## config.mk

```make
export PLATFORM = sky130hd
export DESIGN_NAME = fetch_sequencer
export DESIGN_NICKNAME = d
export VERILOG_FILES = /design/src/rtl/cpu_fetch_pkg.sv /design/src/rtl/fetch_queue.sv /design/src/rtl/fetch_sequencer.sv
export SDC_FILE = /design/constraint.sdc
export NUM_CORES = 1
export LEC_CHECK = 0
export BUFFER_PORTS_ARGS = -buffer_cell sky130_fd_sc_hd__clkbuf_2
export CAP_MARGIN = 20
export CORE_MARGIN = 2
export CORE_UTILIZATION = 60
export CTS_BUF_LIST = sky130_fd_sc_hd__clkbuf_8
export DETAILED_ROUTE_END_ITERATION = 10
export GPL_ROUTABILITY_DRIVEN = 0
export PLACE_DENSITY = 0.9
export SYNTH_ARGS = -nofsm -noshare
export SYNTH_HDL_FRONTEND = slang
export SYNTH_SLANG_ARGS = --single-unit
```

## constraint.sdc

```tcl
create_clock -name clock -period 9.2 [get_ports clock]
set_input_delay 0.46 -clock clock [delete_from_list [all_inputs] [get_ports clock]]
set_output_delay 0.46 -clock clock [all_outputs]
set_load 0.1 [all_outputs]
```

## src/rtl/cpu_fetch_pkg.sv

```systemverilog
// Shared types for the instruction fetch sequencer: queue entry layout,
// FSM state encoding and the canonical RV32I NOP encoding.
package cpu_fetch_pkg;

    typedef struct packed {
        logic [31:0] pc;
        logic [31:0] instr;
    } fetch_entry_t;

    typedef enum logic [1:0] {
        IDLE = 2'd0,
        RUN  = 2'd1,
        HALT = 2'd2
    } fetch_state_t;

    localparam logic [31:0] NOP_INSTR = 32'h0000_0013;

endpackage

```

## src/rtl/fetch_queue.sv

```systemverilog
// Small synchronous FIFO of fetched {pc, instr} entries. A flush empties
// the queue and wins over a simultaneous push or pop.
module fetch_queue
    import cpu_fetch_pkg::*;
#(
    parameter int FQ_DEPTH = 2,
    localparam int CW = $clog2(FQ_DEPTH + 1),
    localparam int PW = $clog2(FQ_DEPTH)
) (
    input  logic          clock,
    input  logic          reset_n,
    input  logic          push,
    input  fetch_entry_t  entry,
    input  logic          pop,
    input  logic          flush,
    output logic [CW-1:0] count,
    output fetch_entry_t  head
);

    fetch_entry_t  mem [FQ_DEPTH];
    logic [PW-1:0] rd_ptr;
    logic [PW-1:0] wr_ptr;

    function automatic logic [PW-1:0] next_ptr(input logic [PW-1:0] p);
        return (p == PW'(FQ_DEPTH - 1)) ? '0 : p + PW'(1);
    endfunction

    // Pointer and occupancy bookkeeping; flush clears everything.
    always_ff @(posedge clock or negedge reset_n) begin
        if (!reset_n) begin
            rd_ptr <= '0;
            wr_ptr <= '0;
            count  <= '0;
        end else if (flush) begin
            rd_ptr <= '0;
            wr_ptr <= '0;
            count  <= '0;
        end else begin
            if (push) begin
                wr_ptr <= next_ptr(wr_ptr);
            end
            if (pop) begin
                rd_ptr <= next_ptr(rd_ptr);
            end
            count <= count + CW'(push) - CW'(pop);
        end
    end

    // Entry storage; contents need no reset since the head is gated by count.
    always_ff @(posedge clock) begin
        if (push && !flush) begin
            mem[wr_ptr] <= entry;
        end
    end

    assign head = mem[rd_ptr];

endmodule

```

## src/rtl/fetch_sequencer.sv

```systemverilog
// Instruction fetch sequencer: owns the PC, issues reads to a 16-word
// synchronous ROM, absorbs its one-cycle latency in a fetch queue and hands
// instructions to decode over valid/ready. Redirects flush and refetch.
// Optional performance counters are built when FETCH_PERF_CNT_EN is defined.
module fetch_sequencer
    import cpu_fetch_pkg::*;
#(
    parameter int          ROM_ENTRIES    = 16,
    parameter int          ROM_ADDR_WIDTH = 4,
    parameter int          FQ_DEPTH       = 2,
    parameter logic [31:0] BOOT_PC        = 32'h0
) (
    input  logic                      clock,
    input  logic                      reset_n,
    input  logic                      start,
    input  logic                      redirect_valid,
    input  logic [31:0]               redirect_pc,
    output logic [ROM_ADDR_WIDTH-1:0] rom_addr,
    input  logic [31:0]               rom_instruction,
    output logic                      fetch_valid,
    input  logic                      fetch_ready,
    output logic [31:0]               fetch_instr,
    output logic [31:0]               fetch_pc,
    output logic                      halted
`ifdef FETCH_PERF_CNT_EN
    ,
    output logic [31:0]               perf_fetched,
    output logic [31:0]               perf_stall,
    output logic [31:0]               perf_redirect
`endif
);

    localparam int          CW       = $clog2(FQ_DEPTH + 1);
    localparam logic [31:0] PC_LIMIT = 32'(ROM_ENTRIES * 4);

    fetch_state_t              state;
    fetch_state_t              state_next;
    logic [31:0]               pc;
    logic [31:0]               pc_next;
    logic                      inflight;
    logic [31:0]               inflight_pc;
    logic [ROM_ADDR_WIDTH-1:0] last_addr;
    logic [CW-1:0]             count;
    logic [CW:0]               occupancy;
    fetch_entry_t              head;
    fetch_entry_t              push_entry;
    logic                      pop;
    logic                      push;
    logic                      issue;
    logic                      redirect_take;
    logic [31:0]               redirect_target;
    logic                      unused_redirect_bits;

    assign unused_redirect_bits = ^redirect_pc[1:0];

    assign redirect_take   = redirect_valid && (state != IDLE);
    assign redirect_target = {redirect_pc[31:2], 2'b00};

    assign fetch_valid = (count != '0);
    assign pop         = fetch_valid && fetch_ready;
    assign occupancy   = (CW+1)'(count) + (CW+1)'(inflight) - (CW+1)'(pop);
    assign issue       = (state == RUN) && !redirect_take && (pc < PC_LIMIT)
                         && (occupancy < (CW+1)'(FQ_DEPTH));

    assign push       = inflight && !redirect_take;
    assign push_entry = {inflight_pc, rom_instruction};

    assign rom_addr    = issue ? pc[ROM_ADDR_WIDTH+1:2] : last_addr;
    assign fetch_pc    = fetch_valid ? head.pc : '0;
    assign fetch_instr = fetch_valid ? head.instr : '0;
    assign halted      = (state == HALT) && (count == '0) && !inflight;

    fetch_queue #(
        .FQ_DEPTH (FQ_DEPTH)
    ) u_queue (
        .clock   (clock),
        .reset_n (reset_n),
        .push    (push),
        .entry   (push_entry),
        .pop     (pop),
        .flush   (redirect_take),
        .count   (count),
        .head    (head)
    );

    // Next-state and next-PC: redirects dominate, running past the ROM halts.
    always_comb begin
        state_next = state;
        pc_next    = pc;
        case (state)
            IDLE: begin
                if (start) begin
                    state_next = RUN;
                    pc_next    = BOOT_PC;
                end
            end
            RUN, HALT: begin
                if (redirect_take) begin
                    pc_next    = redirect_target;
                    state_next = (redirect_target >= PC_LIMIT) ? HALT : RUN;
                end else if (state == RUN) begin
                    if (pc >= PC_LIMIT) begin
                        state_next = HALT;
                    end else if (issue) begin
                        pc_next = pc + 32'd4;
                    end
                end
            end
            default: begin
                state_next = IDLE;
            end
        endcase
    end

    // State, PC and the single in-flight read tag; no issue means no capture.
    always_ff @(posedge clock or negedge reset_n) begin
        if (!reset_n) begin
            state       <= IDLE;
            pc          <= BOOT_PC;
            inflight    <= 1'b0;
            inflight_pc <= '0;
            last_addr   <= '0;
        end else begin
            state    <= state_next;
            pc       <= pc_next;
            inflight <= issue;
            if (issue) begin
                inflight_pc <= pc;
                last_addr   <= pc[ROM_ADDR_WIDTH+1:2];
            end
        end
    end

`ifdef FETCH_PERF_CNT_EN
    // Saturating event counters for handshakes, stalls and accepted redirects.
    always_ff @(posedge clock or negedge reset_n) begin
        if (!reset_n) begin
            perf_fetched  <= '0;
            perf_stall    <= '0;
            perf_redirect <= '0;
        end else begin
            if (pop && (perf_fetched != 32'hFFFF_FFFF)) begin
                perf_fetched <= perf_fetched + 32'd1;
            end
            if (fetch_valid && !fetch_ready && (perf_stall != 32'hFFFF_FFFF)) begin
                perf_stall <= perf_stall + 32'd1;
            end
            if (redirect_take && (perf_redirect != 32'hFFFF_FFFF)) begin
                perf_redirect <= perf_redirect + 32'd1;
            end
        end
    end
`endif

endmodule
```

* Word-level counts from Yosys, hierarchy flattened
Memories as Yosys holds them, arrays and structs flattened.
Index checks and enable logic that the tools add are counted.
** Cells by class
- Equal/unequal tests :: 7
- Reductions and logical operators :: 21
- Shifts and indexed selects :: 0
- Multiplexer cells :: 24
- Div/mod/pow operators :: 0
- Add/sub/neg operators :: 7
- $lt $le $gt $ge :: 4
- Bitwise gates (word level) :: 0
- Multiply operators :: 0
** Operator list (number)
- 32-bit two-way mux :: 7
- 32-bit by 7-bit greater-or-equal comparator with 1-bit output (second input constant) :: 2
- 32-bit case mux with 2 select lines :: 1
- 32-bit by 3-bit adder with 32-bit output (second input constant) :: 1
- 32-bit by 7-bit less-than comparator with 1-bit output (second input constant) :: 1
- 2-bit two-way mux :: 6
- 3-bit by 2-bit inequality test with 1-bit output (second input constant) :: 4
- 2-bit nonzero test :: 5
- 1-bit logical AND :: 9
- 1-bit two-way mux :: 8
- 5-bit AND reduction :: 1
- 2-bit zero test :: 2
- 4-bit two-way mux :: 1
- 2-bit case mux with 2 select lines :: 1
- 2-bit by 1-bit adder with 3-bit output :: 1
- 3-bit by 2-bit less-than comparator with 1-bit output (second input constant) :: 1
- 3-bit AND reduction :: 1
- 3-bit by 1-bit subtractor with 3-bit output :: 1
- 1-bit adder (second input constant) :: 2
- 2-bit by 1-bit adder with 2-bit output :: 1
- 2-bit by 1-bit == test with 1-bit output (second input constant) :: 1
- 2-bit == test (second input constant) :: 1
- 1-bit zero test :: 2
- 2-bit inequality test (second input constant) :: 1
- 2 further kinds :: 2
** Storage, ports and cells
- Register bits :: 75
- Word-level logic and storage cells :: 72
- Input bits :: 69
- Latch bits :: 0
- Output and inout port bits :: 70
- Bits in writable memories :: 128
- Memories :: 1
- ROM bits :: 0
** Memory list
- u_queue.mem :: words 2, width 64, rd ports 1, clocked after memory_dff 0, write ports 1, RTL line fetch_queue.sv:20 : fetch_entry_t mem [FQ_DEPTH];

* Logic depth before layout (Yosys ltp)
Gate-level depths: netlist of the first run.
- Depth in word-level cells :: 11
- Depth in mapped cells :: 12
- Gate-level depth less buffers :: 11

* Modules after synthesis
Synthesis of the first run repeated with hierarchy kept, for this count alone.
** Second synthesis, totals
- Cell total of the unflattened synthesis :: 616
- Area, all modules :: 8869.8 µm²
** By module, submodules not included
- fetch_queue :: sequential area each 3943.8 µm², times used 1, area an instance 5027.3 µm², cells an instance 216
- fetch_sequencer :: sequential area each 1676.6 µm², times used 1, area an instance 3842.4 µm², cells an instance 400

* Worst setup path before layout of the first run
Ideal clock, no wire load.
- Path kind :: register -> register
- Start :: register state[1]
- End :: memory u_queue.mem[0][0] (netlist name) (enable)
- Stages on the path, launching flop included :: 7
- Path buffers :: 1
- Setup time :: 490 ps
- Period minus slack after synthesis :: 4458 ps
- Required time :: 8710 ps
- Slack :: 4742 ps
- Arrival time :: 3969 ps
- Path through :: dfrtp_1 -> inv_1 -> ha_1 -> nand2b_1 -> buf_4 -> and2_1 -> nor2b_1
** Between the ends
- Cells in the longest elaborated chain, start to end :: 7
** RTL lines
- start, declared :: RTL line fetch_sequencer.sv:36 : fetch_state_t state;
- start signal, assigned :: RTL line fetch_sequencer.sv:124 : state <= state_next;
- 2-bit nonzero test * :: RTL line fetch_sequencer.sv:56 : assign redirect_take = redirect_valid && (state != IDLE);
- 1-bit logical AND * :: RTL line fetch_sequencer.sv:56
- 1-bit zero test * :: RTL line fetch_queue.sv:51, fetch_sequencer.sv:65
- 1-bit logical AND :: RTL line fetch_sequencer.sv:65 : assign push = inflight && !redirect_take;
- 1-bit logical AND * :: RTL line fetch_queue.sv:51 : if (push && !flush) begin
- 1-bit two-way mux * :: RTL line fetch_queue.sv:51
- 1-bit two-way mux (implied by the code) * :: RTL line fetch_queue.sv:52 : mem[wr_ptr] <= entry;
- end, declared :: RTL line fetch_queue.sv:20
Mark *: on every way between the ends. The rest lies on a longest branch, timed or not.

* Worst setup path after layout of the first run
- Start :: register u_queue.count[1]
- End :: output rom_addr[0]
** Between the ends
- Cells in the longest elaborated chain, start to end :: 6
- Elaborated cells between the ends (all ways) :: 7
- Classes of those cells :: add/sub: 2; order compare: 1; mux: 1; reduce/logical: 3
** RTL lines
- start, declared :: RTL line fetch_queue.sv:16 : output logic [CW-1:0] count,
- start signal, assigned :: RTL line fetch_queue.sv:45 : count <= count + CW'(push) - CW'(pop);
- branches (longest 2 deep; another with 2-bit by 1-bit adder with 3-bit output)
- 3-bit by 1-bit subtractor with 3-bit output * :: RTL line fetch_sequencer.sv:61 : assign occupancy = (CW+1)'(count) + (CW+1)'(inflight) - (CW+1)'(pop);
- 3-bit by 2-bit less-than comparator with 1-bit output * :: RTL line fetch_sequencer.sv:63 : && (occupancy < (CW+1)'(FQ_DEPTH));
- 1-bit logical AND * :: RTL line fetch_sequencer.sv:63
- 4-bit two-way mux *
- end, declared :: RTL line fetch_sequencer.sv:18 : output logic [ROM_ADDR_WIDTH-1:0] rom_addr,
Mark *: on every way between the ends.

==> run metrics, run 1 <==
outcome finished, final reports clean; Critical path destination rom_addr[0]; Core Area 13240 um2; DP Wirelength 10.50 mm; most common library cells after synthesis edfxtp_1 (124), nor2_1 (76), dfrtp_1 (71); post-synth top area share 45.71%; post-synthesis cell count 612; Initial DRT Pass Iterations 5; postcts setup bufs 0; Core Util, Final 70.65%; WP data arrival 4.74 ns; IO Count 139; clock slew at reported path FFs 0.09 ns; area delta synth->final 14.87%; worst min-delay path class input pin to async pin; Final #Nets 819; H-tree levels 4; r2r setup slk 5.16 ns; initial antenna violation count 0; Synth Area in Adders 1.628%; Fin. Hold Viols 0; most common cell in the synthesized netlist edfxtp_1; final period demand of the worst path 5.203 ns; Synth area leaders edfxtp_1 (46%), dfrtp_1 (22%), mux2i_1 (7.9%), nor2_1 (3.5%), nor2b_1 (2.2%); routed len/inst 16.85 um; Worst Setup SP u_queue.count[1]; Total Routed Length 15.65 mm; post-placement cell count 897; pin count of the biggest net entering global routing 72; leading area contributor after synthesis edfxtp_1; number of enable flip-flop cells after synthesis 124; Mapped Avg Cell Area 13.31 um2; met3 Track Usage GR 5.047%; post-synthesis mux area share 8.971%; final setup vio count 0; Ys Warns 0; Slew Limit Fails 0; Slew @ Worst Pin 1.112 ns; busiest grt layer met2; CTS root buf clkbuf_8; highest clock rate 192.2 MHz; RSZ-0062 raised after global routing no; Slew headroom 25.84%; TritonCTS Buffers 17; CTS Hold Buffers Added 0; crit-path cells nor2_4 > buf_4 > nor2b_1 > ha_1 > inv_1 > nand2_1 > fa_1 > xnor2_1 > nand4_1 > nor3_4 > buf_4 > mux2_2 > clkbuf_2; CP Class flip-flop to output pin; GRT Total Usage 22.67%; MaxCap Viol Count 0; post-synthesis sequential area ratio 67.53%; hold slack 0.1260 ns; diode count 0; Async S/R FF share, synth 36.41%; area of the mapped netlist 8145 um2; crit end category output pin; CTS max path bufs 2; post-synthesis xor/xnor area fraction 0.4301%; Cell variety after synth 46; vias in the first global route 5322; Slowest-stage cell, CP nor3_4; fraction of the mapped netlist area in simple logic gates 13.29%; Worst Skew 0.01853 ns; worst r2r src u_queue.count[1]; clock sink count 195; first-pass GRT wire length 25.45 mm; Yosys reg bits 195; DRT iter0 DRCs 444; global route total overflow 0; R2R depth 12; die area 14520 um2; setup TNS 0 ns; GR Layer Usage met2 38.06%; layout cells sized above 1 24.83%; total number of vias 5303; CP max FO 64; FP Rows 42; Startpoint Class flip-flop; Final ANT Viol Nets 0; CTS tree yes; Worst EP required 8.74 ns; CP max stage delay 0.63 ns; met1 GRT Util 29.11%; Most Frequent Cell on Critical Path buf_4; Synth Area in Compound Gates 5.714%; largest family of logic cells by synthesized area simple AND/OR/NAND/NOR gates; post-CTS sizing 0; routed vias/inst 5.708; Die Wd 120.5 um; DRC 0; Initial Util 61.51%; period utilization 56.55%; PortBufs 134; Top FF cell, synth edfxtp_1; worst-skew pair later-pin latency 0.46 ns; fin cells 929; FF-to-FF End last_addr[0]; Die Height 120.5 um
[sequential cells by signal, indices dropped and copies added (netlist names)]
| register | cells |
|---|---|
| u_queue.mem | 124 |
| u_queue.wr_ptr | 1 |
| inflight | 1 |
| u_queue.rd_ptr | 1 |
| pc | 30 |
| last_addr | 4 |
| u_queue.count | 2 |
| state | 2 |
| inflight_pc | 30 |
[stage by stage]
| step | instance area (um2) | worst slack, ns |
|---|---|---|
| 3_5_place_dp | 8956 | 4.416 |
| 6_report | 9356 | 3.997 |
| 2_1_floorplan | 8149 | 4.742 |
| 5_1_grt | 9356 | 3.628 |
| 4_1_cts | 9356 | 3.891 |
| 3_3_place_gp | 8956 | 4.520 |
[routing by layer]
layer  routed length [um]  share of wire (%)  vias up
met2                 7639                 49      227
met1                 6548                 42     2566
li1                     -                  -     2480
met5                    0                  0        -
met3                 1166                7.4       30
met4                  299                1.9        0
[cell families after synthesis]
logic type                 Yosys count
AOI/OAI and AO/OA                   69
muxes                               72
DFF                                195
buffers and inverters               44
xor gates and xnor gates             4
adders and majority gates           10
and+or+nand+nor                    217
other                                1
[final cells by class]
type	count	area (um2)
multi-input combinational	374	2472
fill	919	3886
inverter	13	48.80
clock buffer	17	234.0
tap	176	220.2
clock inverter	15	166.4
sequential	195	5504
timing repair buffer	139	710.7
[placed cells by master, fill, tap and decap left out, types with 12 or more instances in the layout]
cell type	n
clkbuf_2	133
edfxtp_1	124
nor2_1	75
dfrtp_1	70
mux2i_1	64
nand2_1	45
nor2b_1	27
o21ai_1	18
clkbuf_8	17
inv_1	15
nor4_1	15
a21oi_1	12
[worst max-delay path: cells and delay by family (launching register included)]
family / cells / cell delay, ns
buffers and inverters: 4 / 1.38
and+or+nand+nor: 5 / 1.18
adders and majority gates: 2 / 0.69
DFF: 1 / 0.47
muxes: 1 / 0.39
xor gates and xnor gates: 1 / 0.16
[how the worst min path moves through the flow]
stage | slack, ns | cells after the start | endpoint | start
finish | 0.13 | 1 | inflight_pc[19] | reset_n
global route | 0.16 | 1 | u_queue.mem[0][29] | rom_instruction[29]
CTS | 0.15 | 1 | inflight_pc[19] | reset_n
detailed placement | 0.45 | 0 | u_queue.mem[0][55] | inflight_pc[23]
global placement | 0.44 | 0 | u_queue.mem[1][61] | inflight_pc[29]
floorplan | 0.16 | 0 | inflight | reset_n
Power of run 1 is left out: the tool's default activity adds up to more than one toggle a clock period on the data nets, which glitch-free logic cannot reach.
==> inputs of run 2 (changes only) <==
- CORE_UTILIZATION: 60 -> 58
- PLACE_DENSITY: 0.9 -> 0.88
- clock period: 9.2 -> 5.1 ns (I/O delays scaled with it)
==> run 2 against run 1 <==
Effect of this change: die area grew 3.3%; final area grew 3.6%; register-to-register slack lost 3.4 ns; worst hold slack lost 0.049 ns; count of clock-buffer cells in the layout is the same; core utilization shrank 0.26 points; first-iteration DRC count grew 23%; clock skew shrank 0.0077 ns; sequential cell count is the same; largest cell class unchanged; routed wire length grew 6.2%; setup slack lost 2.8 ns; global-route usage grew 0.15 points.
==> run metrics, run 2 (synthesized netlist as in run 1, its figures left out) <==
worst min-delay path class input pin to flip-flop; Worst Skew 0.01086 ns (-0.007675 ns); Slew @ Worst Pin 1.124 ns (+0.01125 ns); period utilization 75.78%; layout cells sized above 1 23.86% (-0.98 points); Die Wd 122.5 um (+1.7%); highest clock rate 258.7 MHz; CTS tree yes; Slew headroom 25.09% (-0.75 points); CP Class flip-flop to output pin; pin count of the biggest net entering global routing 72 (unchanged); Worst EP required 4.85 ns (-3.89 ns); post-CTS sizing 0 (unchanged); Total Routed Length 16.62 mm (+6.2%); DP Wirelength 10.53 mm (+0.24%); CTS root buf clkbuf_8; DRC 0 (unchanged); top flop regs u_queue.mem (124), inflight_pc (30), pc (30); RSZ-0062 raised after global routing no; fin cells 968 (+4.2%); IO Count 139 (unchanged); Core Area 13770 um2 (+4.0%); outcome finished, final reports clean; Slew Limit Fails 0 (unchanged); setup TNS 0 ns (unchanged); initial antenna violation count 0 (unchanged); WP data arrival 3.61 ns (-1.13 ns); Initial Util 59.14% (-2.4 points); first-pass GRT wire length 26.15 mm (+2.8%); dpl ws 1.705 ns (-2.711 ns); GRT Total Usage 22.82% (+0.15 points); crit end category output pin; routed vias/inst 5.702 (-0.10%); Final Cell Area 9696 um2 (+3.6%); diode count 0 (unchanged); final setup vio count 0 (unchanged); clock sink count 195 (unchanged); commonest non-fill, non-tap cell in the layout clkbuf_2; CP max FO 13 (-80%); die area 15010 um2 (+3.3%); Final ANT Viol Nets 0 (unchanged); vias in the first global route 5454 (+2.5%); Initial DRT Pass Iterations 5 (unchanged); post-route setup slack 1.235 ns (-2.762 ns); clock slew at reported path FFs 0.09 ns (about the same); worst-skew pair later-pin latency 0.46 ns (about the same); max reg flops 124 (unchanged); routed len/inst 17.16 um (+1.9%); placed cell area 8969 um2 (+0.14%); most frequent cells in the layout clkbuf_2 (133), edfxtp_1 (124), nor2_1 (75), dfrtp_1 (70), mux2i_1 (64); CTS max path bufs 2 (unchanged); MaxCap Viol Count 0 (unchanged); Die Height 122.5 um (+1.7%); DRT iter0 DRCs 548 (+23%); Startpoint Class flip-flop; H-tree levels 4 (unchanged); Reg with most FFs u_queue.mem; FP Rows 43 (+2.4%); global route total overflow 0 (unchanged); total number of vias 5520 (+4.1%); post-placement cell count 902 (+0.56%); final period demand of the worst path 3.865 ns; PortBufs 134 (unchanged); fillers 889 (-3.3%); Final #Nets 854 (+4.3%); TritonCTS Buffers 17 (unchanged); Fin. Hold Viols 0 (unchanged); area delta synth->final 19.03%
## run 2: path summary, 6_finish.rpt
check / slack, ns / startpoint / cells after the start / to
max reg2reg: 1.81 / u_queue.count[1] / 11 / inflight_pc[5]
min reg2reg: 0.46 / inflight_pc[11] / 0 / u_queue.mem[0][43]
max: 1.23 / u_queue.count[1] / 11 / rom_addr[2]
max in group asynchronous: 3.94 / reset_n / 2 / u_queue.rd_ptr
min in group asynchronous: 0.46 / reset_n / 2 / inflight_pc[8]
min: 0.08 / redirect_pc[16] / 2 / pc[16]
## run 2: what timing repair did
item	in CTS	in global routing
hold buffers	33	0
endpoints found under the setup margin	0	0
endpoints found under the hold margin	135	0
setup buffers	0	0
## run 2: metrics by stage
stage               hold WS (ns)  utilization [%]
global placement          0.4401            65.12
CTS                      0.03962            70.25
floorplan               -0.04059                -
detailed placement        0.4468            65.12
global route             0.04579            70.39
finish                   0.07666            70.39
## run 2: per-layer routing
layer / vias to the layer above / wire, um / GRT usage [%]
met3: 26 / 1159 / 6.506
met4: 0 / 207 / 7.471
met5: - / 0 / 0
met2: 233 / 8278 / 38.16
met1: 2713 / 6970 / 28.87
li1: 2548 / - / -
## run 2: area by class of cell
class	instances	area [um2]	area share, %
Clock buffer	17	234.0	2.413
Timing Repair Buffer	174	1069	11.02
Inverter	13	48.80	0.5033
Sequential cell	195	5504	56.77
Multi-Input combinational cell	374	2472	25.50
Tap cell	180	225.2	2.323
Clock inverter	15	142.6	1.471
## run 2: worst max-delay path: stages, from the launching register on
cell	delay, ns
dfrtp_1	0.49
nor2_4	0.07
nor2b_1	0.18
ha_1	0.26
inv_1	0.08
nand2_1	0.07
fa_1	0.39
xnor2_1	0.15
nand4_1	0.20
nor3_4	0.48
mux2_2	0.41
clkbuf_2	0.37
Power of run 2 is left out for the same reason.
==> inputs of run 3 (changes only) <==
- CORE_UTILIZATION: 58 -> 52
- PLACE_DENSITY: 0.88 -> 0.84
- clock period: 5.1 -> 3.11 ns (I/O delays scaled with it)
==> run 3 against run 2 <==
Effect of this change: count of clock-buffer cells in the layout did not move; via count rose by 2.4%; setup slack got worse by 1.3 ns; critical path depth did not move; global-route usage fell by 1.3 points; sequential cell count did not move; register-to-register slack got worse by 1.6 ns; first-iteration DRC count fell by 22%; the run now ends with negative setup slack left.
==> run metrics, run 3 (synthesized netlist as in run 1, its figures left out) <==
Initial Util 53.38% (-5.8 points); FP Rows 45 (+4.7%); TritonCTS Buffers 17 (unchanged); crit end category output pin; worst min-delay path class input pin to flip-flop; Worst path top cell family by delay adder cells; vias in the first global route 5796 (+6.3%); top flop regs u_queue.mem (124), inflight_pc (30), pc (30); DRC 0 (unchanged); PortBufs 134 (unchanged); post-route setup slack -0.03094 ns (-1.266 ns); Total Routed Length 17.75 mm (+6.8%); routed len/inst 17.25 um (+0.48%); die area 16680 um2 (+11%); Initial DRT Pass Iterations 5 (unchanged); Slew headroom 39.34% (+14 points); failing checks negative setup slack; layout cells sized above 1 25.18% (+1.3 points); Slew @ Worst Pin 0.9099 ns (-0.2138 ns); clock slew at reported path FFs 0.09 ns (about the same); worst-skew pair later-pin latency 0.46 ns (about the same); Reg with most FFs u_queue.mem; GRT Total Usage 21.52% (-1.3 points); crit path buf inv count 3 (+1); clock sink count 195 (unchanged); final period demand of the worst path 3.141 ns; CP Class flip-flop to output pin; RSZ-0062 raised after global routing yes; CP max stage delay 0.54 ns (+0.05 ns); Worst Skew 0.01582 ns (+0.004961 ns); Core Area 15260 um2 (+11%); Final ANT Viol Nets 0 (unchanged); first-pass GRT wire length 27.69 mm (+5.9%); highest clock rate 318.4 MHz; area delta synth->final 24.22%; setup TNS -0.1164 ns (-0.1164 ns); DP Wirelength 10.71 mm (+1.7%); initial antenna violation count 0 (unchanged); diode count 0 (unchanged); final setup vio count 4 (+4); DRT iter0 DRCs 428 (-22%); IO Count 139 (unchanged); MaxCap Viol Count 0 (unchanged); most frequent cells in the layout clkbuf_2 (129), edfxtp_1 (124), nor2_1 (75), dfrtp_1 (69), mux2i_1 (64); WP data arrival 2.99 ns (-0.62 ns); commonest non-fill, non-tap cell in the layout clkbuf_2; CP max FO 3 (-10); period utilization 101.0%; pin count of the biggest net entering global routing 72 (unchanged); Die Wd 129.2 um (+5.4%); Final #Nets 884 (+3.5%); Die Height 129.2 um (+5.4%); crit-path cells nor2_4 > nor2b_2 > ha_1 > inv_2 > nand2_2 > fa_2 > nand4_1 > nor3_4 > buf_6 > mux2_4 > buf_12; Startpoint Class flip-flop; CTS root buf clkbuf_8; Slowest-stage cell, CP fa_2; H-tree levels 4 (unchanged); outcome complete, but fails checks; Worst EP required 2.95 ns (-1.90 ns); routed vias/inst 5.495 (-3.6%); global route total overflow 0 (unchanged); fillers 1066 (+20%); max reg flops 124 (unchanged); CTS tree yes; CTS max path bufs 2 (unchanged); Slew Limit Fails 0 (unchanged); Fin. Hold Viols 0 (unchanged); total number of vias 5654 (+2.4%)
[run 3: per-stage QoR]
step | setup slack [ns] | hold WS (ns) | instances | instance area (um2) | util [%]
3_5_place_dp | -0.1144 | 0.3492 | 939 | 9155 | 60.00
4_1_cts | -0.1125 | 0.001237 | 1029 | 10110 | 66.26
2_1_floorplan | 0.03537 | -0.1401 | 613 | 8164 | -
3_3_place_gp | 0.09986 | 0.3394 | 939 | 9155 | 60.00
6_report | -0.03094 | 0.02869 | 1029 | 10120 | 66.31
5_1_grt | -0.1796 | 0.02653 | 1029 | 10120 | 66.31
[run 3: routing by layer]
metal / up-vias / part of all wire, % / global-route usage, %
met5: - / 0 / 0
met1: 2739 / 41 / 26.22
met3: 36 / 6.6 / 4.170
met2: 260 / 50 / 38.05
met4: 0 / 1.9 / 8.248
li1: 2619 / - / -
[run 3: timing repair]
action                     CTS  global route
gates resized for setup     12             1
pin swaps                    2             2
setup buffers                7             0
hold endpoints to repair   153             0
hold buffers                51             0
setup endpoints to repair   26             4
[run 3: final cells by class]
class | count | area (um2) | area share [%]
tap | 211 | 264.0 | 2.609
multi-input combinational | 374 | 2515 | 24.85
inverter | 13 | 48.80 | 0.4823
clock inverter | 15 | 120.1 | 1.187
timing repair buffer | 204 | 1431 | 14.15
clock buffer | 17 | 234.0 | 2.312
sequential | 195 | 5505 | 54.41
[run 3: worst min-delay path, delay by kind of cell]
kind,cells,cell delay [ns]
AO/OA/AOI/OAI,2,0.20
buffers and inverters,1,0.10
[run 3: final timing paths]
| check | startpoint | endpoint | slack (ns) | cells past startpoint |
|---|---|---|---|---|
| max | u_queue.count[1] | rom_addr[0] | -0.03 | 11 |
| min | redirect_pc[28] | pc[28] | 0.03 | 3 |
| max reg2reg | u_queue.count[1] | pc[9] | 0.26 | 13 |
| max in group asynchronous | reset_n | u_queue.rd_ptr | 2.05 | 2 |
| min in group asynchronous | reset_n | pc[29] | 0.35 | 2 |
| min reg2reg | inflight_pc[8] | u_queue.mem[0][40] | 0.46 | 0 |
Power of run 3 is left out for the same reason.
